`src/rtl/layer_coinc_trigger_if.sv`:
```
// rtl/layer_coinc_trigger_if.sv - trigger hit, configuration and result signals
interface layer_coinc_trigger_if #(
  parameter int NLAYER = 4,
  parameter int NCOL   = 16,
  parameter int TSW    = 56,
  parameter int WINW   = 8
);
  localparam int NCH = NLAYER * NCOL;
  localparam int LTW = $clog2(NLAYER + 1);
  localparam int MTW = $clog2(NCH + 1);
  localparam int CW  = (NCOL > 1) ? $clog2(NCOL) : 1;

  logic [NCH-1:0]  coax_in;
  logic [NCH-1:0]  triggermask;
  logic            busy;
  logic [WINW-1:0] coincidence_time;
  logic [LTW-1:0]  layer_threshold;
  logic [MTW-1:0]  mult_threshold;
  logic [1:0]      trig_mode;
  logic [31:0]     prescale;
  logic [31:0]     randnum;
  logic [WINW-1:0] dead_time;
  logic [5:0]      out_width;

  logic            trig_out;
  logic [31:0]     trig_count;
  logic [31:0]     veto_count;
  logic [TSW-1:0]  trig_timestamp;
  logic [CW-1:0]   trig_column;

  modport master (
    output coax_in, triggermask, busy, coincidence_time, layer_threshold,
           mult_threshold, trig_mode, prescale, randnum, dead_time, out_width,
    input  trig_out, trig_count, veto_count, trig_timestamp, trig_column
  );

  modport slave (
    input  coax_in, triggermask, busy, coincidence_time, layer_threshold,
           mult_threshold, trig_mode, prescale, randnum, dead_time, out_width,
    output trig_out, trig_count, veto_count, trig_timestamp, trig_column
  );
endinterface

```
`src/rtl/layer_coinc_trigger.sv`:
```
// rtl/layer_coinc_trigger.sv - layered coincidence trigger with veto, prescale and deadtime
module layer_coinc_trigger #(
  parameter int NLAYER  = 4,
  parameter int NCOL    = 16,
  parameter int TSW     = 56,
  parameter int WINW    = 8,
  parameter int ACT_MIN = 2
) (
  input logic              clk_adc,
  input logic              reset,
  layer_coinc_trigger_if.slave bus
);
  localparam int NCH = NLAYER * NCOL;
  localparam int LTW = $clog2(NLAYER + 1);
  localparam int MTW = $clog2(NCH + 1);
  localparam int CW  = (NCOL > 1) ? $clog2(NCOL) : 1;

  // Stage 0/1 state: sampled hits and per-channel coincidence windows
  logic [NCH-1:0]  r_hit;
  logic [WINW-1:0] r_win [NCH];
  logic [NCH-1:0]  w_active;

  // Stage 2 state: per-column layer counts, total multiplicity, prescale pass
  logic [LTW-1:0]  w_colcnt_next [NCOL];
  logic [MTW-1:0]  w_total_next;
  logic [LTW-1:0]  r_colcnt [NCOL];
  logic [MTW-1:0]  r_total;
  logic            r_pass;

  // Stage 3 decision
  logic [LTW-1:0]  w_lthr;
  logic [MTW-1:0]  w_mthr;
  logic [NCOL-1:0] w_col_ok;
  logic [CW-1:0]   w_first_col;
  logic            w_cand;
  logic            w_fire;
  logic            w_veto;
  logic [5:0]      w_pulse_len;

  // Output-side state
  logic [5:0]      r_pulse;
  logic            r_trig_out;
  logic [WINW-1:0] r_dead;
  logic [31:0]     r_trig_count;
  logic [31:0]     r_veto_count;
  logic [TSW-1:0]  r_ts;
  logic [TSW-1:0]  r_trig_timestamp;
  logic [CW-1:0]   r_trig_column;

  // Channel counts as active while its window is above the noise floor
  always_comb begin
    w_active = '0;
    for (int i = 0; i < NCH; i++) begin
      w_active[i] = (r_win[i] > WINW'(ACT_MIN));
    end
  end

  // Stage 0 hit sampling (inputs are active-low) and stage 1 window reload/decay
  always_ff @(posedge clk_adc) begin
    if (reset) begin
      r_hit <= '0;
      for (int i = 0; i < NCH; i++) begin
        r_win[i] <= '0;
      end
    end else begin
      r_hit <= ~bus.coax_in & bus.triggermask;
      for (int i = 0; i < NCH; i++) begin
        if (r_hit[i]) begin
          r_win[i] <= bus.coincidence_time;
        end else if (r_win[i] != '0) begin
          r_win[i] <= r_win[i] - 1'b1;
        end
      end
    end
  end

  // Column and total population counts of the active channels
  always_comb begin
    w_total_next = '0;
    for (int c = 0; c < NCOL; c++) begin
      w_colcnt_next[c] = '0;
    end
    for (int l = 0; l < NLAYER; l++) begin
      for (int c = 0; c < NCOL; c++) begin
        w_colcnt_next[c] = w_colcnt_next[c] + LTW'(w_active[l*NCOL + c]);
        w_total_next     = w_total_next + MTW'(w_active[l*NCOL + c]);
      end
    end
  end

  // Stage 2 registers the counts and the prescale lottery result
  always_ff @(posedge clk_adc) begin
    if (reset) begin
      for (int c = 0; c < NCOL; c++) begin
        r_colcnt[c] <= '0;
      end
      r_total <= '0;
      r_pass  <= 1'b0;
    end else begin
      for (int c = 0; c < NCOL; c++) begin
        r_colcnt[c] <= w_colcnt_next[c];
      end
      r_total <= w_total_next;
      r_pass  <= (bus.randnum <= bus.prescale);
    end
  end

  // Stage 3 candidate selection by mode; zero thresholds behave as one
  always_comb begin
    w_lthr      = (bus.layer_threshold == '0) ? LTW'(1) : bus.layer_threshold;
    w_mthr      = (bus.mult_threshold == '0) ? MTW'(1) : bus.mult_threshold;
    w_col_ok    = '0;
    w_first_col = '0;
    for (int c = 0; c < NCOL; c++) begin
      w_col_ok[c] = (r_colcnt[c] >= w_lthr);
    end
    for (int c = NCOL - 1; c >= 0; c--) begin
      if (w_col_ok[c]) begin
        w_first_col = CW'(c);
      end
    end
    case (bus.trig_mode)
      2'd0:    w_cand = |w_col_ok;
      2'd1:    w_cand = (r_total >= w_mthr);
      2'd2:    w_cand = (r_total != '0);
      default: w_cand = 1'b0;
    endcase
    w_fire      = w_cand && (r_dead == '0) && !bus.busy && r_pass;
    w_veto      = w_cand && (r_dead == '0) && (bus.busy || !r_pass);
    w_pulse_len = (bus.out_width == '0) ? 6'd1 : bus.out_width;
  end

  // Fire bookkeeping: pulse stretcher, deadtime, counters and latched readout
  always_ff @(posedge clk_adc) begin
    if (reset) begin
      r_pulse          <= '0;
      r_trig_out       <= 1'b0;
      r_dead           <= '0;
      r_trig_count     <= '0;
      r_veto_count     <= '0;
      r_trig_timestamp <= '0;
      r_trig_column    <= '0;
    end else begin
      if (w_fire) begin
        r_pulse          <= w_pulse_len;
        r_trig_out       <= 1'b1;
        r_dead           <= bus.dead_time;
        r_trig_count     <= r_trig_count + 32'd1;
        r_trig_timestamp <= r_ts;
        r_trig_column    <= (bus.trig_mode == 2'd0) ? w_first_col : '0;
      end else begin
        if (r_pulse != '0) begin
          r_pulse <= r_pulse - 6'd1;
        end
        r_trig_out <= (r_pulse > 6'd1);
        if (r_dead != '0) begin
          r_dead <= r_dead - 1'b1;
        end
      end
      if (w_veto) begin
        r_veto_count <= r_veto_count + 32'd1;
      end
    end
  end

  // Free-running timestamp
  always_ff @(posedge clk_adc) begin
    if (reset) begin
      r_ts <= '0;
    end else begin
      r_ts <= r_ts + 1'b1;
    end
  end

  assign bus.trig_out       = r_trig_out;
  assign bus.trig_count     = r_trig_count;
  assign bus.veto_count     = r_veto_count;
  assign bus.trig_timestamp = r_trig_timestamp;
  assign bus.trig_column    = r_trig_column;
endmodule

```
`src/flat_wrapper.sv`:
```
// flat-port wrapper written by rule: the top's interface ports become plain ports
module layer_coinc_trigger_flat 
#(
  parameter int NLAYER  = 4,
  parameter int NCOL    = 16,
  parameter int TSW     = 56,
  parameter int WINW    = 8,
  parameter int ACT_MIN = 2
)
  (clk_adc, reset, bus_coax_in, bus_triggermask, bus_busy, bus_coincidence_time, bus_layer_threshold, bus_mult_threshold, bus_trig_mode, bus_prescale, bus_randnum, bus_dead_time, bus_out_width, bus_trig_out, bus_trig_count, bus_veto_count, bus_trig_timestamp, bus_trig_column);
  layer_coinc_trigger_if #(.NLAYER(NLAYER), .NCOL(NCOL), .TSW(TSW), .WINW(WINW)) bus_i ();
  input logic clk_adc;
  input logic reset;
  input wire logic [$bits(bus_i.coax_in)-1:0] bus_coax_in;
  input wire logic [$bits(bus_i.triggermask)-1:0] bus_triggermask;
  input wire logic [$bits(bus_i.busy)-1:0] bus_busy;
  input wire logic [$bits(bus_i.coincidence_time)-1:0] bus_coincidence_time;
  input wire logic [$bits(bus_i.layer_threshold)-1:0] bus_layer_threshold;
  input wire logic [$bits(bus_i.mult_threshold)-1:0] bus_mult_threshold;
  input wire logic [$bits(bus_i.trig_mode)-1:0] bus_trig_mode;
  input wire logic [$bits(bus_i.prescale)-1:0] bus_prescale;
  input wire logic [$bits(bus_i.randnum)-1:0] bus_randnum;
  input wire logic [$bits(bus_i.dead_time)-1:0] bus_dead_time;
  input wire logic [$bits(bus_i.out_width)-1:0] bus_out_width;
  output wire logic [$bits(bus_i.trig_out)-1:0] bus_trig_out;
  output wire logic [$bits(bus_i.trig_count)-1:0] bus_trig_count;
  output wire logic [$bits(bus_i.veto_count)-1:0] bus_veto_count;
  output wire logic [$bits(bus_i.trig_timestamp)-1:0] bus_trig_timestamp;
  output wire logic [$bits(bus_i.trig_column)-1:0] bus_trig_column;
  assign bus_i.coax_in = bus_coax_in;
  assign bus_i.triggermask = bus_triggermask;
  assign bus_i.busy = bus_busy;
  assign bus_i.coincidence_time = bus_coincidence_time;
  assign bus_i.layer_threshold = bus_layer_threshold;
  assign bus_i.mult_threshold = bus_mult_threshold;
  assign bus_i.trig_mode = bus_trig_mode;
  assign bus_i.prescale = bus_prescale;
  assign bus_i.randnum = bus_randnum;
  assign bus_i.dead_time = bus_dead_time;
  assign bus_i.out_width = bus_out_width;
  assign bus_trig_out = bus_i.trig_out;
  assign bus_trig_count = bus_i.trig_count;
  assign bus_veto_count = bus_i.veto_count;
  assign bus_trig_timestamp = bus_i.trig_timestamp;
  assign bus_trig_column = bus_i.trig_column;
  layer_coinc_trigger #(.NLAYER(NLAYER), .NCOL(NCOL), .TSW(TSW), .WINW(WINW), .ACT_MIN(ACT_MIN)) u_core (.clk_adc(clk_adc), .reset(reset), .bus(bus_i));
endmodule
```
`config.mk`:
```
export PLATFORM = sky130hd
export DESIGN_NAME = layer_coinc_trigger_flat
export DESIGN_NICKNAME = d
export VERILOG_FILES = /design/src/rtl/layer_coinc_trigger_if.sv /design/src/rtl/layer_coinc_trigger.sv /design/src/flat_wrapper.sv
export SDC_FILE = /design/constraint.sdc
export NUM_CORES = 2
export LEC_CHECK = 0
export CORE_MARGIN = 2
export CORE_UTILIZATION = 56
export CTS_BUF_LIST = sky130_fd_sc_hd__clkbuf_2 sky130_fd_sc_hd__clkbuf_4 sky130_fd_sc_hd__clkbuf_8
export CTS_CLUSTER_DIAMETER = 80
export DETAILED_ROUTE_END_ITERATION = 10
export GPL_ROUTABILITY_DRIVEN = 0
export PLACE_DENSITY = 0.89
export SLEW_MARGIN = 30
export SYNTH_ARGS = -nofsm -noshare
export SYNTH_HDL_FRONTEND = slang
export SYNTH_SLANG_ARGS = --single-unit
```
`constraint.sdc`:
```
create_clock -name clk_adc -period 10.7 [get_ports clk_adc]
set_input_delay 2.14 -clock clk_adc [delete_from_list [all_inputs] [get_ports clk_adc]]
set_output_delay 2.14 -clock clk_adc [all_outputs]
set_load 0.01 [all_outputs]
```
; ---- Word level (Yosys, flattened, before mapping)
; Memories as Yosys holds them, arrays and structs flattened.
; Index checks and enable logic that the tools add are counted.
[word_totals]
register_bits = 267
ramBits = 560
in_bits = 229
output_inout_bits = 125
n_memories = 2
[op_classes]
n_addsub = 180
n_lt_le_gt_ge = 83
eq_ne = 2
muxes = 621
n_bitwise = 146
reduce_logical = 82
[mem_list]
columns = name, depth, width, read_ports, rd_ports_with_merged_regs, write_ports, line_no
row1 = u_core.r_win, 64, 8, 64, 0, 64, layer_coinc_trigger.sv:20  ; logic [WINW-1:0] r_win [NCH];
row2 = u_core.r_colcnt, 16, 3, 16, 0, 16, layer_coinc_trigger.sv:26  ; logic [LTW-1:0] r_colcnt [NCOL];
[op_table]
columns = cell, count
row1 = 2-to-1 mux 8 bit, 130
row2 = nonzero test 8 bit, 65
row3 = subtractor 8 x 1 -> 8 bit (second input constant), 65
row4 = > comparator 8 x 2 -> 1 bit (second input constant), 64
row5 = 2-to-1 mux 1 bit, 452
row6 = adder 7 x 1 -> 7 bit, 62
row7 = OR 1 bit, 144
row8 = adder 3 x 1 -> 3 bit, 32
row9 = 2-to-1 mux 4 bit, 17
row10 = adder 32 x 1 -> 32 bit (second input constant), 2
row11 = bitwise AND 64 bit, 1
row12 = inverter 64 bit, 1
row13 = adder 56 x 1 -> 56 bit (second input constant), 1
row14 = 2-to-1 mux 3 bit, 17
row15 = greater-or-equal comparator 3 bit, 16
row16 = adder 1 x 1 -> 2 bit, 17
row17 = less-or-equal comparator 32 bit, 1
row18 = 2-to-1 mux 6 bit, 3
row19 = OR reduction 16 bit, 1
row20 = zero test 8 bit, 1
row21 = greater-or-equal comparator 7 bit, 1
row22 = zero test 7 bit, 1
row23 = 2-to-1 mux 7 bit, 1
row24 = nonzero test 7 bit, 1
row25 = 13 further kinds, 18

; ---- Logic depth before layout (Yosys ltp)
; An unclocked memory read counts as a cell.
[depth]
word_depth = 65
depth_mapped = 25
ltp_nobuf = 25

; ---- Worst setup path after synthesis
; No wires, ideal clock.
[synth_path]
path_kind = register -> register
start = mem u_core.r_win[32][4] (netlist: u_core.r_win[0][260])
end = reg u_core.r_total[6]
setup_time_ns = 0.065
t_arrival_ns = 7.358
required_time_ns = 10.635
setup_slack_ns = 3.277
stages_incl_launch_ff = 23
cell_sequence = edfxtp_1 > or4_1 > a2111oi_0 > fa_1 > fa_1 > fa_1 > inv_1 > fa_1 > inv_1 > fa_1 > fa_1 > fa_1 > inv_1 > fa_1 > inv_1 > fa_1 > fa_1 > nor2b_1 > o21ai_0 > nand2b_1 > a21o_1 > a21oi_1 > nor2_1
[synth_rtl]
columns = element, line_no
row1 = from (decl), layer_coinc_trigger.sv:20
row2 = to (signal assigned), layer_coinc_trigger.sv:103  ; r_total <= w_total_next;
row3 = to (decl), layer_coinc_trigger.sv:27  ; logic [MTW-1:0] r_total;

==> out/results.tsv <==
stage	metric	value	unit
timing	finalCritPeriodShare	0.7317	
synth	synth_nets	5909	
cts	cts-hold-fix-buffers	0	
die	dieArea	89390	sq um
critical_path	ff2ff_setup_slack	2870	ps
cells_and_area	nets	6165	
placement	placed_area	52930	sq um
timing	tightest_slew	1200	ps
route	routedWlPerCell	18.41	um
cells_and_area	areaGrowthSynthToFinish	14.74	%
cells_and_area	drive_gt1_frac	0.05817	
synth	yosysMostFrequentCell	nor2_1	
timing	layout_min_cycle_time	7829	ps
cts	cts_buffers	142	
critical_path	cp-end-kind	register	
synth	netlist_area	48730	sq um
route	drc_errors	0	
cells_and_area	num-fill-cells	6417	
critical_path	critPathRequiredTime	11430	ps
placement	numPortBuffers	353	
cells_and_area	fin_area	55910	sq um
critical_path	cp-start-kind	register	
synth	async_flop_share	0	
timing	slew_violations	0	
worst_hold_path	hold_end	u_core.bus.trig_timestamp[9]	
worst_hold_path	min_path_cells	2	
global_route	grtUsageTotal	0.2749	
synth	synth_seq_area_share	0.4449	
die	row_count	108	
critical_path	cp.arrival	8560	ps
route	via_per_inst	5.894	
status	status	completed	
cts	post_cts_resized	0	
synth	syn_inst	5304	
synth	synth-seq-cells	827	
route	drt_iter0_drc	3600	
synth	yosys_warnings	0	
die	die_x	299.0	um
die	io_pins	354	
route	via_count	40277	
worst_hold_path	hold_class	register to register	
die	initial_utilization	0.5634	
cts	path_clk_slew	60	ps
global_route	grt-ovfl-total	0	
route	wl_met1	48160	um
timing	fin_tns_setup	0	ps
placement	dp.cells	6571	
global_route	grt_pass1_wl	199100	um
cts	cts_tree	built	
cts	post_cts_buffers	0	
cts	clkLatencyLatePin	820	ps
global_route	grt_pass1_vias	39080	
cts	cts_root_buf	clkbuf_8	
cells_and_area	final_cells	6833	
timing	skew	34.48	ps
job	cap_violations	0	
synth	synth_top_flop_cell	edfxtp_1	
critical_path	crit_fanout	4	
cts	clock_sinks	827	
timing	max_slew_margin	0.1926	
timing	finalSetupViolations	0	
critical_path	path_cells	or4_1 -> nor3_1 -> o21ai_0 -> ha_1 -> fa_1 -> fa_1 -> inv_1 -> fa_1 -> fa_1 -> fa_1 -> fa_1 -> fa_1 -> inv_1 -> fa_1 -> inv_1 -> fa_1 -> fa_1 -> nor2b_1 -> o21ai_0 -> nand2b_1 -> a21o_1 -> a21oi_1 -> nor2_1	
placement	dp_hpwl	85390	um
critical_path	critPathSlowestCell	fa_1	
cts	clk_path_buf_depth	3	
timing	fmaxAchievable	0.1277	GHz
synth	synth_edf_count	512	
route	firstDrtPassIters	7	
timing	rsz0062_at_grt	no	
worst_hold_path	worstHoldStart	u_core.bus.trig_timestamp[9]	
critical_path	cpMostUsedCell	fa_1	
critical_path	worstRegToRegCells	23	
synth	avgSynthCellArea	9.187	sq um
synth	yosysTopAreaCell	edfxtp_1	
cts	cts_max_level	4	
die	core-area	86480	sq um
synth	synth_top_area_share	0.3155	
global_route	grt_max_degree	187	
die	die_height	299.0	um
route	top_layer	met5	
route	wl	125800	um
route	dr_wl_met3	11170	um
synth	synth_top_cells_by_count	nor2_1, edfxtp_1, nand2_1	
critical_path	worstSetupPathType	register to register	
synth	synthDistinctLibCells	75	
route	wl_met2	60210	um
critical_path	max_stage_delay	580	ps
critical_path	rr_endpoint	u_core.r_total[6]	
timing	hold_violations	0	
synth	synth_area_leaders	edfxtp_1, dfxtp_1, ha_1	
global_route	antenna_found_initial	9	
critical_path	reg2reg_from	u_core.r_win[0][12]	
route	ant_nets	0	
[cell type report]
cell class	count	area [sq um]	share of cell area
antenna	5	12.51	0.0002238
clock buffer	213	2600	0.04650
tap	1155	1445	0.02585
inverter	327	1227	0.02195
sequential	827	21680	0.3878
multi-input combinational	3881	24900	0.4454
clock inverter	44	299.0	0.005349
timing repair buffer	381	3744	0.06696
[cell usage in the layout (no fill, tap or decap), types with 160 or more instances in the layout]
master,count
nor3_1,295
clkdlybuf4s50_1,346
nand2_1,453
clkbuf_8,160
dfxtp_1,315
a21oi_1,408
xnor2_1,251
o21ai_0,187
inv_1,327
ha_1,306
edfxtp_1,512
nor2_1,774
[worst max-delay path by stage]
stage                   endpoint  slack (ps)  cells after the start            startpoint
5_1_grt        u_core.r_total[6]        2620                     23   u_core.r_win[0][12]
6_report       u_core.r_total[6]        2870                     23   u_core.r_win[0][12]
3_3_place_gp   u_core.r_total[6]        3240                     23   u_core.r_win[0][12]
3_5_place_dp   u_core.r_total[4]        2950                     22   u_core.r_win[0][12]
2_1_floorplan  u_core.r_total[6]        3280                     22  u_core.r_win[0][260]
4_1_cts        u_core.r_total[6]        2900                     23   u_core.r_win[0][12]
[stage by stage]
step | hold WS [ps] | util | worst slack, ps
3_5_place_dp | 448.7 | 0.6120 | 2954
2_1_floorplan | 437.6 | - | 3277
4_1_cts | 456.3 | 0.6455 | 2897
6_report | 455.2 | 0.6465 | 2871
3_3_place_gp | 441.9 | 0.6119 | 3239
5_1_grt | 470.4 | 0.6465 | 2623
[cells by family (layout without fill, tap and decap cells)]
kind of cell,count (synthesis),after routing,share of synthesized area
DFF,827,827,0.4449
AOI/OAI and AO/OA,938,938,0.1157
xor gates and xnor gates,392,392,0.07046
muxes,12,12,0.002465
adders and majority gates,376,376,0.1073
buffers and inverters,596,965,0.04650
other,0,5,0
and+or+nand+nor,2163,2163,0.2126
[sequential cells by signal, summed over array words and instances, names as in the netlist]
name / cells
u_core.bus.trig_column: 4
u_core.bus.trig_count: 32
u_core.bus.trig_out: 1
u_core.bus.trig_timestamp: 56
u_core.bus.veto_count: 32
u_core.r_colcnt: 48
u_core.r_dead: 8
u_core.r_hit: 64
u_core.r_pass: 1
u_core.r_pulse: 6
u_core.r_total: 7
u_core.r_ts: 56
u_core.r_win: 512
[worst max-delay path, delay by kind of cell, from the launching register on]
family,cells,cell delay (ps)
compound gates,4,510
flops,1,440
fa+ha+maj,11,5430
buf+inv,3,210
simple gates,5,1130
[routing by layer]
metal  track usage  up-vias
li1              -    19028
met1        0.3349    18950
met2        0.4637     1879
met3       0.05511      416
met4        0.1387        4
met5             0        -
Power is left out: the tool's default activity adds up to more than one toggle a clock period on the data nets, which glitch-free logic cannot reach.
